<file path="src/rtl/tl_pkg.sv">
// Shared TileLink helpers: opcode encodings, data-opcode predicate and beat counting.
// Pure types and functions; no timing or flow control of its own.
`timescale 1ns/1ps
package tl_pkg;

   localparam int unsigned TlSizeWidth = 3;

   typedef enum logic [2:0] {
      PutFullData    = 3'd0,
      PutPartialData = 3'd1,
      ArithmeticData = 3'd2,
      LogicalData    = 3'd3,
      Get            = 3'd4,
      Intent         = 3'd5
   } tl_a_op_e;

   typedef enum logic [2:0] {
      AccessAck     = 3'd0,
      AccessAckData = 3'd1,
      HintAck       = 3'd2
   } tl_d_op_e;

   // Only Put* on A and AccessAckData on D span multiple beats here
   function automatic logic tl_has_data(input logic is_d, input logic [2:0] opcode);
      if (is_d) return opcode == AccessAckData;
      return (opcode == PutFullData) || (opcode == PutPartialData);
   endfunction

   // Oversized requests are clamped so the beat counter never runs past its range
   function automatic int unsigned tl_beats(input logic [TlSizeWidth-1:0] size,
                                            input int unsigned lg_beat_bytes,
                                            input int unsigned max_size);
      int unsigned sz;
      sz = 32'(size);
      if (sz > max_size) sz = max_size;
      return (sz > lg_beat_bytes) ? (32'd1 << (sz - lg_beat_bytes)) : 32'd1;
   endfunction

endpackage

</file>
<file path="src/rtl/tl_burst_tracker.sv">
// Beat tracker for one TL channel: flags first/last beat of the current message.
// Combinational flags from registered count; counts only on fire_i, no backpressure of its own.
`timescale 1ns/1ps
module tl_burst_tracker
   import tl_pkg::*;
#(
   parameter int unsigned DataWidth = 128,
   parameter int unsigned MaxSize   = 6,
   parameter bit          IsD       = 1'b0
) (
   input  logic                   clk_i,
   input  logic                   rst_i,
   input  logic                   fire_i,
   input  logic [2:0]             opcode_i,
   input  logic [TlSizeWidth-1:0] size_i,
   output logic                   first_o,
   output logic                   last_o
);

   localparam int unsigned LgBeat   = $clog2(DataWidth / 8);
   localparam int unsigned MaxBeats = ((2 ** MaxSize) * 8) / DataWidth;
   localparam int unsigned CntWidth = (MaxBeats > 2) ? $clog2(MaxBeats) : 1;

   logic [CntWidth-1:0] cnt_q;
   logic [CntWidth-1:0] last_cnt;

   always_comb begin
      last_cnt = '0;
      if (tl_has_data(IsD, opcode_i))
         last_cnt = CntWidth'(tl_beats(size_i, LgBeat, MaxSize) - 32'd1);
   end

   assign first_o = (cnt_q == '0);
   assign last_o  = (cnt_q == last_cnt);

   always_ff @(posedge clk_i or posedge rst_i) begin
      if (rst_i)
         cnt_q <= '0;
      else if (fire_i)
         cnt_q <= last_o ? '0 : cnt_q + 1'b1;
   end

endmodule

</file>
<file path="src/rtl/tl_source_remapper.sv">
// Maps any host source ID onto a small pool of device IDs for a transaction's lifetime.
// Zero-latency A/D paths; A stalls on a first beat when no slot is free, D is never stalled here.
`timescale 1ns/1ps
module tl_source_remapper
   import tl_pkg::*;
#(
   parameter int unsigned DataWidth         = 128,
   parameter int unsigned AddrWidth         = 56,
   parameter int unsigned SinkWidth         = 1,
   parameter int unsigned HostSourceWidth   = 4,
   parameter int unsigned DeviceSourceWidth = 5,
   parameter int unsigned NumSlots          = 4,
   parameter int unsigned SourceBase        = 0,
   parameter int unsigned MaxSize           = 6
) (
   input  logic                         clk_i,
   input  logic                         rst_i,
   // host side
   input  logic                         host_a_valid,
   output logic                         host_a_ready,
   input  logic [2:0]                   host_a_opcode,
   input  logic [2:0]                   host_a_param,
   input  logic [TlSizeWidth-1:0]       host_a_size,
   input  logic [HostSourceWidth-1:0]   host_a_source,
   input  logic [AddrWidth-1:0]         host_a_address,
   input  logic [DataWidth/8-1:0]       host_a_mask,
   input  logic [DataWidth-1:0]         host_a_data,
   input  logic                         host_a_corrupt,
   output logic                         host_d_valid,
   input  logic                         host_d_ready,
   output logic [2:0]                   host_d_opcode,
   output logic [1:0]                   host_d_param,
   output logic [TlSizeWidth-1:0]       host_d_size,
   output logic [HostSourceWidth-1:0]   host_d_source,
   output logic [SinkWidth-1:0]         host_d_sink,
   output logic                         host_d_denied,
   output logic [DataWidth-1:0]         host_d_data,
   output logic                         host_d_corrupt,
   output logic                         host_b_valid,
   output logic                         host_c_ready,
   output logic                         host_e_ready,
   // device side
   output logic                         device_a_valid,
   input  logic                         device_a_ready,
   output logic [2:0]                   device_a_opcode,
   output logic [2:0]                   device_a_param,
   output logic [TlSizeWidth-1:0]       device_a_size,
   output logic [DeviceSourceWidth-1:0] device_a_source,
   output logic [AddrWidth-1:0]         device_a_address,
   output logic [DataWidth/8-1:0]       device_a_mask,
   output logic [DataWidth-1:0]         device_a_data,
   output logic                         device_a_corrupt,
   input  logic                         device_d_valid,
   output logic                         device_d_ready,
   input  logic [2:0]                   device_d_opcode,
   input  logic [1:0]                   device_d_param,
   input  logic [TlSizeWidth-1:0]       device_d_size,
   input  logic [DeviceSourceWidth-1:0] device_d_source,
   input  logic [SinkWidth-1:0]         device_d_sink,
   input  logic                         device_d_denied,
   input  logic [DataWidth-1:0]         device_d_data,
   input  logic                         device_d_corrupt,
   output logic                         device_b_ready,
   output logic                         device_c_valid,
   output logic                         device_e_valid,
   // status
   output logic [$clog2(NumSlots+1)-1:0] outstanding_o,
   output logic                         err_o
);

   localparam int unsigned SlotWidth  = (NumSlots > 1) ? $clog2(NumSlots) : 1;
   localparam int unsigned CountWidth = $clog2(NumSlots + 1);

   if ((NumSlots == 0) || ((NumSlots & (NumSlots - 1)) != 0) || (NumSlots > 2 ** DeviceSourceWidth)) begin : g_slots_chk
      $fatal(1, "NumSlots must be a power of two within the device source space");
   end
   if (((SourceBase % NumSlots) != 0) || (SourceBase + NumSlots > 2 ** DeviceSourceWidth)) begin : g_base_chk
      $fatal(1, "SourceBase must be NumSlots-aligned and fit the device source space");
   end

   typedef struct packed {
      logic                       valid;
      logic [HostSourceWidth-1:0] host_source;
   } slot_t;

   slot_t tbl_q [NumSlots];
   logic [SlotWidth-1:0]  a_slot_q;
   logic                  err_q;

   logic                  any_free, dup_hit, size_err;
   logic [SlotWidth-1:0]  alloc_slot, a_slot, d_slot;
   logic [CountWidth-1:0] occupancy;
   logic                  a_first, a_last, d_first, d_last;
   logic                  a_gate, a_fire, d_fire, d_in_range, d_hit;
   logic [DeviceSourceWidth-1:0] d_off;
   logic                  unused_burst;

   always_comb begin
      any_free   = 1'b0;
      alloc_slot = '0;
      dup_hit    = 1'b0;
      occupancy  = '0;
      // Descending scan leaves the lowest-index free slot as the candidate
      for (int i = NumSlots - 1; i >= 0; i--) begin
         if (!tbl_q[i].valid) begin
            any_free   = 1'b1;
            alloc_slot = SlotWidth'(i);
         end
      end
      for (int i = 0; i < NumSlots; i++) begin
         if (tbl_q[i].valid && (tbl_q[i].host_source == host_a_source)) dup_hit = 1'b1;
         occupancy = occupancy + CountWidth'(tbl_q[i].valid);
      end
   end

   // Mid-burst beats ride the latched slot and never wait for a free one
   assign a_slot         = a_first ? alloc_slot : a_slot_q;
   assign a_gate         = ~rst_i & (~a_first | any_free);
   assign device_a_valid = host_a_valid & a_gate;
   assign host_a_ready   = device_a_ready & a_gate;
   assign a_fire         = host_a_valid & host_a_ready;
   assign size_err       = 32'(host_a_size) > MaxSize;

   assign device_a_opcode  = host_a_opcode;
   assign device_a_param   = host_a_param;
   assign device_a_size    = host_a_size;
   assign device_a_source  = DeviceSourceWidth'(SourceBase) + DeviceSourceWidth'(a_slot);
   assign device_a_address = host_a_address;
   assign device_a_mask    = host_a_mask;
   assign device_a_data    = host_a_data;
   assign device_a_corrupt = host_a_corrupt;

   assign d_off          = device_d_source - DeviceSourceWidth'(SourceBase);
   assign d_in_range     = {1'b0, d_off} < (DeviceSourceWidth + 1)'(NumSlots);
   assign d_slot         = d_off[SlotWidth-1:0];
   assign d_hit          = d_in_range & tbl_q[d_slot].valid;
   assign d_fire         = device_d_valid & host_d_ready;

   assign host_d_valid   = device_d_valid;
   assign device_d_ready = host_d_ready;
   assign host_d_opcode  = device_d_opcode;
   assign host_d_param   = device_d_param;
   assign host_d_size    = device_d_size;
   assign host_d_source  = d_hit ? tbl_q[d_slot].host_source : '0;
   assign host_d_sink    = device_d_sink;
   assign host_d_denied  = device_d_denied;
   assign host_d_data    = device_d_data;
   assign host_d_corrupt = device_d_corrupt;

   assign host_b_valid   = 1'b0;
   assign host_c_ready   = 1'b1;
   assign host_e_ready   = 1'b1;
   assign device_b_ready = 1'b1;
   assign device_c_valid = 1'b0;
   assign device_e_valid = 1'b0;

   assign outstanding_o  = occupancy;
   assign err_o          = err_q;
   assign unused_burst   = a_last ^ d_first;

   tl_burst_tracker #(.DataWidth(DataWidth), .MaxSize(MaxSize), .IsD(1'b0)) u_a_burst (
      .clk_i    (clk_i),
      .rst_i    (rst_i),
      .fire_i   (a_fire),
      .opcode_i (host_a_opcode),
      .size_i   (host_a_size),
      .first_o  (a_first),
      .last_o   (a_last)
   );

   tl_burst_tracker #(.DataWidth(DataWidth), .MaxSize(MaxSize), .IsD(1'b1)) u_d_burst (
      .clk_i    (clk_i),
      .rst_i    (rst_i),
      .fire_i   (d_fire),
      .opcode_i (device_d_opcode),
      .size_i   (device_d_size),
      .first_o  (d_first),
      .last_o   (d_last)
   );

   // Allocation picks from registered free slots, so a slot freed this cycle is never reused until the next
   always_ff @(posedge clk_i or posedge rst_i) begin
      if (rst_i) begin
         for (int i = 0; i < NumSlots; i++) tbl_q[i] <= '0;
         a_slot_q <= '0;
         err_q    <= 1'b0;
      end else begin
         if (a_fire && a_first) begin
            tbl_q[alloc_slot] <= '{valid: 1'b1, host_source: host_a_source};
            a_slot_q          <= alloc_slot;
         end
         if (d_fire && d_last && d_hit) tbl_q[d_slot].valid <= 1'b0;
         if ((a_fire && ((a_first && dup_hit) || size_err)) || (d_fire && !d_hit)) err_q <= 1'b1;
      end
   end

endmodule

</file>
<file path="config.mk">
export PLATFORM = sky130hd
export DESIGN_NAME = tl_source_remapper
export DESIGN_NICKNAME = d
export VERILOG_FILES = /design/src/rtl/tl_pkg.sv /design/src/rtl/tl_burst_tracker.sv /design/src/rtl/tl_source_remapper.sv
export SDC_FILE = /design/constraint.sdc
export NUM_CORES = 1
export LEC_CHECK = 0
export CAP_MARGIN = 15
export CELL_PAD_IN_SITES_DETAIL_PLACEMENT = 1
export CELL_PAD_IN_SITES_GLOBAL_PLACEMENT = 1
export CORE_AREA = 2 2 284 286
export DETAILED_ROUTE_END_ITERATION = 6
export DIE_AREA = 0 0 286 288
export PLACE_DENSITY = 0.45
export RECOVER_POWER = 25
export SLEW_MARGIN = 40
export SYNTH_ARGS = -nofsm -noshare
export SYNTH_HDL_FRONTEND = slang
export SYNTH_HIERARCHICAL = 1
export SYNTH_SLANG_ARGS = --single-unit
</file>
<file path="constraint.sdc">
create_clock -name clk_i -period 3.23 [get_ports clk_i]
set_input_delay 0.8075 -clock clk_i [delete_from_list [all_inputs] [get_ports clk_i]]
set_output_delay 0.8075 -clock clk_i [all_outputs]
set_load 0.02 [all_outputs]
</file>
## Word-level counts from Yosys, hierarchy flattened

Index checks and enable logic that the tools add are counted.

| cells by class | value |
|---|---|
| order comparisons | 9 |
| multiplexer cells | 35 |
| reductions and logical operators | 18 |
| add/sub/neg operators | 9 |
| equal/unequal tests | 8 |
| shift-type cells | 2 |
| bitwise logic cells | 11 |

Operator list:

| kind | count |
|---|---|
| > comparator 32 x 3 -> 1 bit, second input constant | 2 |
| 2-to-1 mux 32 bit | 2 |
| left shift 1 x 32 -> 2 bit, first input constant | 2 |
| subtractor 32 x 3 -> 32 bit, second input constant | 2 |
| bitwise mux 20 bit | 2 |
| 2-to-1 mux 20 bit | 2 |
| 2-to-1 mux 2 bit | 11 |
| demux 5 bit (select 2 bit) | 2 |
| 2-to-1 mux 5 bit | 4 |
| equality test 4 bit | 4 |
| logical AND 1 bit | 12 |
| binary-select mux 5 bit (select 2 bit) | 1 |
| 2-to-1 mux 1 bit | 8 |
| AND 1 bit | 6 |
| equality test 3 x 1 -> 1 bit, second input constant | 2 |
| greater-or-equal comparator 3 bit, second input constant | 2 |
| > comparator 3 bit, second input constant | 2 |
| < comparator 3 x 1 -> 1 bit, second input constant | 2 |
| 2-to-1 mux 3 bit | 2 |
| inverter 2 -> 3 bit | 2 |
| < comparator 5 x 3 -> 1 bit, second input constant | 1 |
| adder 2 x 1 -> 2 bit, second input constant | 2 |
| equality test 2 bit | 2 |
| 2-to-1 mux 4 bit | 1 |
| 10 further kinds | 14 |

| word-level totals | value |
|---|---|
| word-level logic and storage cells | 104 |
| register bits after elaboration | 27 |
| input bits | 364 |

## Longest topological paths before layout

Gate-level depths: netlist of the first run.

| depth | value |
|---|---|
| depth after elaboration | 13 |
| depth in mapped cells | 9 |
| gate-level depth less buffers | 8 |

## Cells and area by module

Netlist of the first run, hierarchy kept.

By module, submodules not included:

| module | instances | area each (µm²) | cells each | sequential area each (µm²) |
|---|---|---|---|---|
| tl_source_remapper | 1 | 4160.2 | 491 | 575.6 |
| tl_burst_tracker (u_a_burst) | 1 | 188.9 | 21 | 50.0 |
| tl_burst_tracker (u_d_burst) | 1 | 173.9 | 18 | 50.0 |

## Worst setup path before layout of the first run

OpenSTA, ideal clock, no wires.

| timing path | value |
|---|---|
| path kind | input to output |
| from | in device_d_source[1] |
| to | out host_d_source[0] |
| path slack | 0.579 ns |
| data required time | 2.423 ns |
| data arrival time | 1.844 ns |
| cell stages on the path | 3 |
| cell sequence | clkbuf_1 > mux4_2 > and3_1 |

| between the ends | value |
|---|---|
| word-level cells in the longest chain between the ends | 6 |
| elaborated cells on any way between the ends | 7 |
| those cells by class | 1 x order compare; 4 x mux; 2 x bitwise |

RTL lines:

| item | line | RTL |
|---|---|---|
| start, declared | tl_source_remapper.sv:58 | `input logic [DeviceSourceWidth-1:0] device_d_source,` |
| inverter 2 -> 3 bit (not written as such) | tl_source_remapper.sv:136, tl_source_remapper.sv:144 |  |
| binary-select mux 5 bit (select 2 bit) | tl_source_remapper.sv:136, tl_source_remapper.sv:144 |  |
| 2-to-1 mux 5 bit (not written as such) (2 in a row) | tl_source_remapper.sv:144 | `assign host_d_source = d_hit ? tbl_q[d_slot].host_source : '0;` |
| AND 1 bit | tl_source_remapper.sv:136 | `assign d_hit = d_in_range & tbl_q[d_slot].valid;` |
| 2-to-1 mux 4 bit * | tl_source_remapper.sv:144 |  |
| end, declared | tl_source_remapper.sv:34 | `output logic [HostSourceWidth-1:0] host_d_source,` |

Every way passes the cells marked *; elsewhere a longest branch is shown, timed or not. The select of a mux whose other input is x is not followed.

## Worst setup path after layout of the first run

| timing path | value |
|---|---|
| from | in rst_i |
| to | out host_a_ready |

| between the ends | value |
|---|---|
| word-level cells in the longest chain between the ends | 3 |

RTL lines:

| item | line | RTL |
|---|---|---|
| start, declared | tl_source_remapper.sv:17 | `input logic rst_i,` |
| inverter 1 bit | tl_source_remapper.sv:118 | `assign a_gate = ~rst_i & (~a_first \| any_free);` |
| AND 1 bit | tl_source_remapper.sv:118 |  |
| AND 1 bit | tl_source_remapper.sv:120 | `assign host_a_ready = device_a_ready & a_gate;` |
| end, declared | tl_source_remapper.sv:20 | `output logic host_a_ready,` |

Every way passes these cells.

==> flow_metrics.tcl, run 1 <==
set metrics [dict create \
    path_delay_family "buffers and inverters" \
    placed_cell_area_mm2 0.003775 \
    arrival_ns 2.28 \
    cts_root_buf "clkbuf_16" \
    antenna_found_initial 0 \
    clkSlewWorstSetupHoldPaths_ns 0.08 \
    grt-ovfl-total 0 \
    area_growth_syn_to_layout_pct -14.52 \
    period_needed_ns 3.092 \
    maxCapViolCount 0 \
    final_cell_area_mm2 0.003851 \
    crit_chain "clkdlybuf4s50_1 -> a41oi_2 -> and2_1 -> clkdlybuf4s50_1" \
    final-hold-violation-count 0 \
    core_mm2 0.07964 \
    layout-drive-gt1-share 0.2255 \
    routed-via-count 2159 \
    synthCells 528 \
    worstPathRequired_ns 2.42 \
    route.detailed.drc 0 \
    fin_hold_ws_ns 0.4992 \
    dp_cells 1291 \
    cts_setup_buffers 0 \
    critPathMaxFanout 3 \
    worst_path_most_repeated_cell "clkdlybuf4s50_1" \
    die_h_um 288 \
    worst-path-buf-inv 2 \
    critical_path_class "input port to primary output" \
    die-width_um 286 \
    worst_pin_slew_ns 1.463 \
    rsz0062_at_grt "false" \
    initial_utilization 0.05658 \
    slew_headroom 0.02445 \
    fin_crit_sh 0.9572 \
    viasPerCell 1.667 \
    setup.worst_path.end_class "primary output" \
    synth_area_mm2 0.004506 \
    critPathMaxStageDelay_ns 0.63 \
    syn_avg_cell_area_um2 8.533 \
    reg2regPathDepth 7 \
    clock-sinks 27 \
    grt_usage 0.04333 \
    p_per_area_mw_per_mm2 519.3 \
    grt_max_degree 24 \
    peakVddDrop_mv 0.2903 \
    ios 736 \
    fin_nets 607 \
    drt_iter0_markers 50 \
    cts_tree "done" \
    min_path_cells 2 \
    cts-buffers-inserted 3 \
    die-area_mm2 0.08237 \
    finalPower_uw 2000 \
    skew_ns 0.006747 \
    h-tree-depth 1 \
    cts.repair.resized 2 \
    p_leak_uw 0.001194 \
    finalSetupViolCount 0 \
    io_buffer_count 50 \
    drt-total-wl_um 19200 \
    tns_ns 0 \
    clk_path_buf_depth 2 \
    grt_pass1_vias 2491 \
    diodes 0 \
    slew_viol_final 0 \
    antenna_left 0 \
    hold_class "flop to flop" \
    instances_no_fill 1295 \
    grt_pass1_wl_um 23330 \
    place_congestion 0.6125 \
    insertion_delay_ns 0.28 \
    first_pass_iters 4 \
    wire_per_inst_um 14.83 \
    status "completed" \
    worst_path_max_delay_cell "clkdlybuf4s50_1" \
    dp_hpwl_um 16540 \
    max_freq_mhz 323.4 \
    worstSetupPathDepth 4 \
    ys_warn_count 6 \
    postCtsHoldBufs 0 \
    start_kind "input port" \
    rows 104 \
]
## metal layers
| metal | up-vias | part of all wire | track usage |
|---|---|---|---|
| met2 | 363 | 0.45 | 0.06604 |
| met5 | - | 0.0065 | 0.01163 |
| li1 | 710 | - | - |
| met4 | 4 | 0.10 | 0.04463 |
| met3 | 181 | 0.19 | 0.03447 |
| met1 | 901 | 0.26 | 0.03284 |
## worst reg2reg max path: stages, from the launching register on
cell,delay [ns]
dfrtp_1,0.42
inv_1,0.07
ha_1,0.34
a41oi_2,0.28
and3_1,0.42
nand2_4,0.14
nor3_2,0.37
mux2_2,0.39
## metrics by stage
| step | util | worst slack (ns) |
|---|---|---|
| global route | 0.04836 | 0.004053 |
| global placement | 0.04740 | -0.06490 |
| detailed placement | 0.04740 | -0.05243 |
| finish | 0.04836 | 0.1382 |
| floorplan | - | 0.5787 |
| CTS | 0.04842 | 0.05879 |
## power by group
group	total, uW	switching (uW)	internal [uW]
clock	320	147	173
combinational	1060	545	518
sequential	616	142	474
total	2000	835	1160
## area by class of cell
class / instances / area (um2)
fillers: 9523 / 75790
inverters: 14 / 52.55
well taps: 1060 / 1326
repair buffers: 63 / 643.1
flip-flops and latches: 27 / 675.6
clock buffers: 3 / 75.07
multi-input cells: 127 / 1070
clock inverters: 1 / 8.758
## layout by cell type, fill, tap and decap left out, types with 6 or more instances in the layout
| master | instances |
|---|---|
| buf_4 | 10 |
| clkdlybuf4s50_1 | 43 |
| conb_1 | 9 |
| dfrtp_1 | 27 |
| ha_1 | 6 |
| inv_1 | 14 |
| mux2_2 | 14 |
| nand2_1 | 9 |
| nor2_1 | 6 |
| xor2_1 | 12 |
## final timing paths
kind | end | slack (ns) | from
worst max-delay path | host_a_ready | 0.14 | rst_i
worst min-delay path | a_slot_q[0] | 0.50 | a_slot_q[0]
worst max register to register | flop | 0.68 | u_a_burst/cnt_q[1]
worst min register to register | a_slot_q[0] | 0.50 | a_slot_q[0]
max in group asynchronous | asynchronous set/reset pin | 0.75 | rst_i
min in group asynchronous | u_a_burst/cnt_q[1] | 0.97 | rst_i
(Power assumes the default switching activity.)
==> inputs of run 2 (changes only) <==
--- a/config.mk
+++ b/config.mk
@@ -8,13 +8,12 @@
 export CAP_MARGIN = 15
 export CELL_PAD_IN_SITES_DETAIL_PLACEMENT = 1
 export CELL_PAD_IN_SITES_GLOBAL_PLACEMENT = 1
-export CORE_AREA = 2 2 284 286
+export CORE_AREA = 2 2 287 289
 export DETAILED_ROUTE_END_ITERATION = 6
-export DIE_AREA = 0 0 286 288
-export PLACE_DENSITY = 0.45
+export DIE_AREA = 0 0 289 291
+export PLACE_DENSITY = 0.46
 export RECOVER_POWER = 25
 export SLEW_MARGIN = 40
 export SYNTH_ARGS = -nofsm -noshare
 export SYNTH_HDL_FRONTEND = slang
-export SYNTH_HIERARCHICAL = 1
 export SYNTH_SLANG_ARGS = --single-unit
==> constraint.sdc (replaced) <==
create_clock -name clk_i -period 2.8 [get_ports clk_i]
set_input_delay 0.7 -clock clk_i [delete_from_list [all_inputs] [get_ports clk_i]]
set_output_delay 0.7 -clock clk_i [all_outputs]
set_load 0.02 [all_outputs]
==> run 2 against run 1 <==
Against the previous run: synthesized area is 0.50% lower; first-iteration DRC count is 20% lower; register-to-register slack worse by 0.41 ns; critical endpoint is now device_a_valid; largest power group unchanged.
==> flow_metrics.tcl, run 2 <==
set metrics [dict create \
    synthCells 531 \
    antenna_found_initial 1 \
    grt_usage 0.04183 \
    critPathMaxFanout 4 \
    fin_hold_ws_ns 0.4880 \
    grt_max_degree 28 \
    die_h_um 291 \
    drt_iter0_markers 40 \
    p_seq_frac 0.295 \
    hold_class "flop to flop" \
    p_int_uw 1384 \
    cts-buffers-inserted 3 \
    peakVddDrop_mv 0.3032 \
    worstPathRequired_ns 2.10 \
    grt-ovfl-total 0 \
    diodes 0 \
    clk_path_buf_depth 2 \
    critical_path_class "input port to primary output" \
    synth_top_area_share 0.6028 \
    status "completed" \
    synth_ff_type "dfrtp_1" \
    yosysMostFrequentCell "buf_4" \
    synthTopCellsByArea "buf_4, dfrtp_1, mux2_1, mux4_2, xnor2_1" \
    finalSetupViolCount 0 \
    max_freq_mhz 366.3 \
    slew_viol_final 0 \
    clock-sinks 27 \
    final_common_cell "clkdlybuf4s50_1" \
    p_leak_uw 0.001228 \
    start_kind "input port" \
    place_congestion 0.6268 \
    rrSetupSlack_ns 0.27 \
    syn_avg_cell_area_um2 8.443 \
    final-hold-violation-count 0 \
    first_pass_iters 3 \
    maxCapViolCount 0 \
    antenna_left 0 \
    worst_pin_slew_ns 0.8184 \
    clockPowerShare 0.150 \
    rows 105 \
    core_mm2 0.08119 \
    clkSlewWorstSetupHoldPaths_ns 0.08 \
    p_sw_frac 0.4202 \
    routed-via-count 2220 \
    postCtsHoldBufs 0 \
    synth_area_mm2 0.004483 \
    arrival_ns 2.03 \
    die-width_um 289 \
    async_flop_share 1.000 \
    yosysTopAreaCell "buf_4" \
    dp_hpwl_um 16640 \
    ios 736 \
    cts_root_buf "clkbuf_16" \
    layout-drive-gt1-share 0.2283 \
    synth_commonest_cells "buf_4, dfrtp_1, inv_1" \
    final_cell_area_mm2 0.003906 \
    grt_pass1_vias 2527 \
    insertion_delay_ns 0.27 \
    cts_tree "done" \
    layout_common_cells "clkdlybuf4s50_1, buf_4, dfrtp_1, inv_1" \
    fin_nets 625 \
    power_switching_uw 1003 \
    route.detailed.drc 0 \
    p_per_area_mw_per_mm2 611.2 \
    grt_pass1_wl_um 23500 \
    initial_utilization 0.05522 \
    fin_crit_sh 0.9751 \
    combPwrFrac 0.555 \
    drt-total-wl_um 19010 \
    synth_edf_count 0 \
    placed_cell_area_mm2 0.003831 \
    period_needed_ns 2.730 \
    rsz0062_at_grt "false" \
    area_growth_syn_to_layout_pct -12.87 \
    wire_per_inst_um 14.36 \
    ys_seq_elements 27 \
    slew_headroom 0.4544 \
    tns_ns 0 \
    ys_warn_count 0 \
    setup.worst_path.end_class "primary output" \
    die-area_mm2 0.08410 \
    io_buffer_count 50 \
    ys_seq_area_frac 0.1507 \
    ys_types 49 \
    viasPerCell 1.677 \
    skew_ns 0.004633 \
    h-tree-depth 1 \
]
[run 2: repair_timing]
item	4_1_cts	5_1_grt
cloned	0	0
buffers inserted	0	0
gates resized for setup	13	4
endpoints found under the setup margin	11	3
pin swaps	0	1
[run 2: metrics by stage]
stage | worst slack [ns] | total power (uW) | utilization | cells
6_report | 0.06966 | 2388 | 0.04811 | 1324
3_3_place_gp | -0.2593 | 2124 | 0.04719 | 1320
4_1_cts | 0.001505 | 2477 | 0.04824 | 1324
5_1_grt | 0.001113 | 2591 | 0.04811 | 1324
3_5_place_dp | -0.2737 | 2136 | 0.04719 | 1320
2_1_floorplan | 0.2629 | 2190 | - | 538
[run 2: power groups by stage]
stage | clock network (uW) | logic, uW | registers (uW)
finish | 358 | 1320 | 705
global route | 394 | 1460 | 733
CTS | 381 | 1390 | 709
detailed placement | 0 | 1420 | 716
global placement | 0 | 1410 | 709
floorplan | 0 | 1520 | 667
[run 2: cell families after synthesis]
| group | synth area share |
|---|---|
| mux | 0.07480 |
| compound gates | 0.04075 |
| xor+xnor | 0.02735 |
| simple gates | 0.05889 |
| flops | 0.1507 |
| fa+ha+maj | 0.01842 |
| other cells | 0.001675 |
| buf+inv | 0.6274 |
[run 2: area by class of cell]
class	instances	area [um2]
tap	1070	1339
sequential	27	675.6
inverter	16	60.06
multi-input combinational	126	1028
clock buffer	3	75.07
clock inverter	1	8.758
fill	9715	77280
timing repair buffer	81	719.4
[run 2: worst paths after layout]
path | start | to | depth (start not counted)
worst max-delay path | rst_i | device_a_valid | 4
worst min-delay path | a_slot_q[1] | a_slot_q[1] | 2
worst max register to register | tbl_q[4] | flop | 9
worst min register to register | a_slot_q[1] | a_slot_q[1] | 2
max in group asynchronous | rst_i | asynchronous set/reset pin | 3
min in group asynchronous | rst_i | err_o | 3
[run 2: metal layers]
metal | part of all wire | routed length [um] | track usage
met5 | 0.0045 | 86 | 0.007558
met4 | 0.10 | 1958 | 0.03960
met3 | 0.18 | 3432 | 0.03158
met2 | 0.42 | 7970 | 0.05993
met1 | 0.29 | 5565 | 0.03695
[run 2: critical path, cell delays in order]
cell and delay (ns):
dlygate4sd3_1 0.58, a41oi_2 0.22, and2_4 0.20, dlygate4sd2_1 0.33
==> inputs of run 3 (changes only) <==
--- a/config.mk
+++ b/config.mk
@@ -11,6 +11,7 @@
 export CORE_AREA = 2 2 287 289
 export DETAILED_ROUTE_END_ITERATION = 6
 export DIE_AREA = 0 0 289 291
+export HOLD_SLACK_MARGIN = 0.03
 export PLACE_DENSITY = 0.46
 export RECOVER_POWER = 25
 export SLEW_MARGIN = 40
==> results of run 3 <==
No change in the layout: final DEF, timing and power equal those of run 2.
==> RTL edit: new RTL, config.mk and constraints of run 2 <==
The parameter `AddrWidth` goes from 56 to 28.
--- a/src/rtl/tl_source_remapper.sv
+++ b/src/rtl/tl_source_remapper.sv
@@ -5,7 +5,7 @@
    import tl_pkg::*;
 #(
    parameter int unsigned DataWidth         = 128,
-   parameter int unsigned AddrWidth         = 56,
+   parameter int unsigned AddrWidth         = 28,
    parameter int unsigned SinkWidth         = 1,
    parameter int unsigned HostSourceWidth   = 4,
    parameter int unsigned DeviceSourceWidth = 5,
Interface: changed (resized device_a_address and host_a_address); port bits go from 736 to 680. No check against the original RTL was run, so the function may have changed too.
==> RTL edit against run 2 <==
  * The flow now finishes with violations (capacitance limit, slew limit)
  * Wire length is 12% lower
  * Design area decreased by 1.4%
  * Sequential cell count did not move
  * Area after synthesis fell by 4.7%
  * Setup slack gained 0.025 ns
  * Total power shrank 5.4%
  * Die area unchanged
  * Critical endpoint is now host_d_source[1]
  * Largest power group unchanged
==> RTL edit: results (changes against run 2) <==
Status
  – Status: complete, but fails checks
  – Violations in the final reports: capacitance limit, slew limit

Worst setup path
  – Data arrival time of the critical path: 2.00 ns (-0.03 ns)
  – Worst-case register-to-register setup slack: 0.50 ns (+0.23 ns)
  – Startpoint of the worst setup timing path: device_d_source[0]
  – Slowest library cell on the worst path: sky130_fd_sc_hd__mux4_2
  – Crit path to: host_d_source[1]
  – Length in cells of the worst reg-to-reg path: 8 (-1)
  – Startpoint of the lowest-slack register-to-register path: tbl_q[9]
  – Delay of the slowest cell on the worst path: 0.53 ns (-0.05 ns)

Placed design
  – GPL Wtd Cong: 0.702 (+12%)
  – DP Wirelength: 14200 um (-15%)
  – Post-placement setup slack: -0.415 ns (-0.142 ns)

Timing
  – Pins over their slew limit: 28 (+28)
  – Rel. slew slack: -6.24% (-52 points)
  – Final Critical Period: 2.70 ns (-0.0254 ns)
  – Setup Skew: 0.00936 ns (+0.00473 ns)

Clocking
  – Setup fix buffers added after clock tree synthesis: 0 (unchanged)
  – Clock network latency to the later pin of the worst-skew pair: 0.27 ns (about the same)
  – Maximum level of the CTS H-tree: 1 (unchanged)

Detailed routing
  – Detailed-router iteration count before antenna repair: 4 (+1)
  – Average routed wire per standard cell: 12.7 um (-11%)
  – Starting DRT DRC Count: 67 (+68%)
  – Drt via density: 1.63 (-2.6%)

Synthesis
  – Fraction of registers with async set or reset after synthesis: 100% (unchanged)
  – Top post-synthesis cells by count: sky130_fd_sc_hd__buf_4, sky130_fd_sc_hd__dfrtp_1, sky130_fd_sc_hd__inv_1, sky130_fd_sc_hd__mux2_1, sky130_fd_sc_hd__xnor2_1
  – Seq/Total Area, Yosys: 15.8% (+0.74 points)

Job
  – MaxCap Viol Count: 1 (+1)

Cells and area
  – Layout cells sized above 1: 19.7% (-3.2 points)
  – Number of non-filler instances in the completed layout: 1314 (-0.76%)
  – Net total in the final layout: 587 (-6.1%)

Pwr
  – IR Drop Worst-Case VDD: 0.552 mV (+82%)
  – Cell leakage power: 1.17 nW (-4.7%)
  – Switching Share: 40.9% (-1.1 points)

GRT
  – Total track usage: 3.73% (-0.46 points)
  – Number of global-route vias before repair: 2445 (-3.2%)
  – Number of antenna violations at the first check in global routing: 2 (+1)
RTL edit: cell types whose count changed after synthesis:
cell	change
sky130_fd_sc_hd__buf_4	-28
RTL edit: through the flow:
step                TNS (ns)  hold slack (ns)  total power [mW]  instance area, um2  utilization, %
global placement       -1.06            0.472              1.99                3770            4.64
floorplan                  0            0.446              2.13                4300               -
detailed placement     -1.21            0.471              1.99                3770            4.64
CTS                        0            0.488              2.31                3850            4.74
finish                     0            0.485              2.26                3850            4.74
global route               0            0.520              2.44                3850            4.74
RTL edit: cell families after synthesis:
group	after synthesis	synth area share, %
buffers and inverters	357	60.9
adders and majority gates	6	1.93
and+or+nand+nor	47	6.18
muxes	24	7.85
AOI/OAI and AO/OA	26	4.28
other	2	0.176
xor gates and xnor gates	14	2.87
DFF	27	15.8
RTL edit: power groups by stage:
stage / Sequential [mW] / Combinational [mW] / Clock [mW]
finish: 0.708 / 1.20 / 0.351
global route: 0.731 / 1.33 / 0.379
CTS: 0.708 / 1.23 / 0.372
detailed placement: 0.712 / 1.28 / 0
global placement: 0.717 / 1.27 / 0
floorplan: 0.667 / 1.46 / 0
RTL edit: metal layers:
layer	global-route usage, %	part of all wire (%)	vias to the layer above
met5	0	0.11	-
met4	5.19	14	4
met3	2.81	19	182
met2	4.86	39	318
met1	3.11	28	899
li1	-	-	743
RTL edit: cell type report:
class,instances,area (um2)
fillers,9734,77300
inverters,16,60.1
clock buffers,3,75.1
flip-flops and latches,27,676
repair buffers,71,661
multi-input cells,126,1030
well taps,1070,1340
clock inverters,1,8.76
RTL edit: timing repair:
item,in CTS,in global routing
resized for setup,13,5
endpoints found under the hold margin,0,0
setup endpoints to repair,10,4
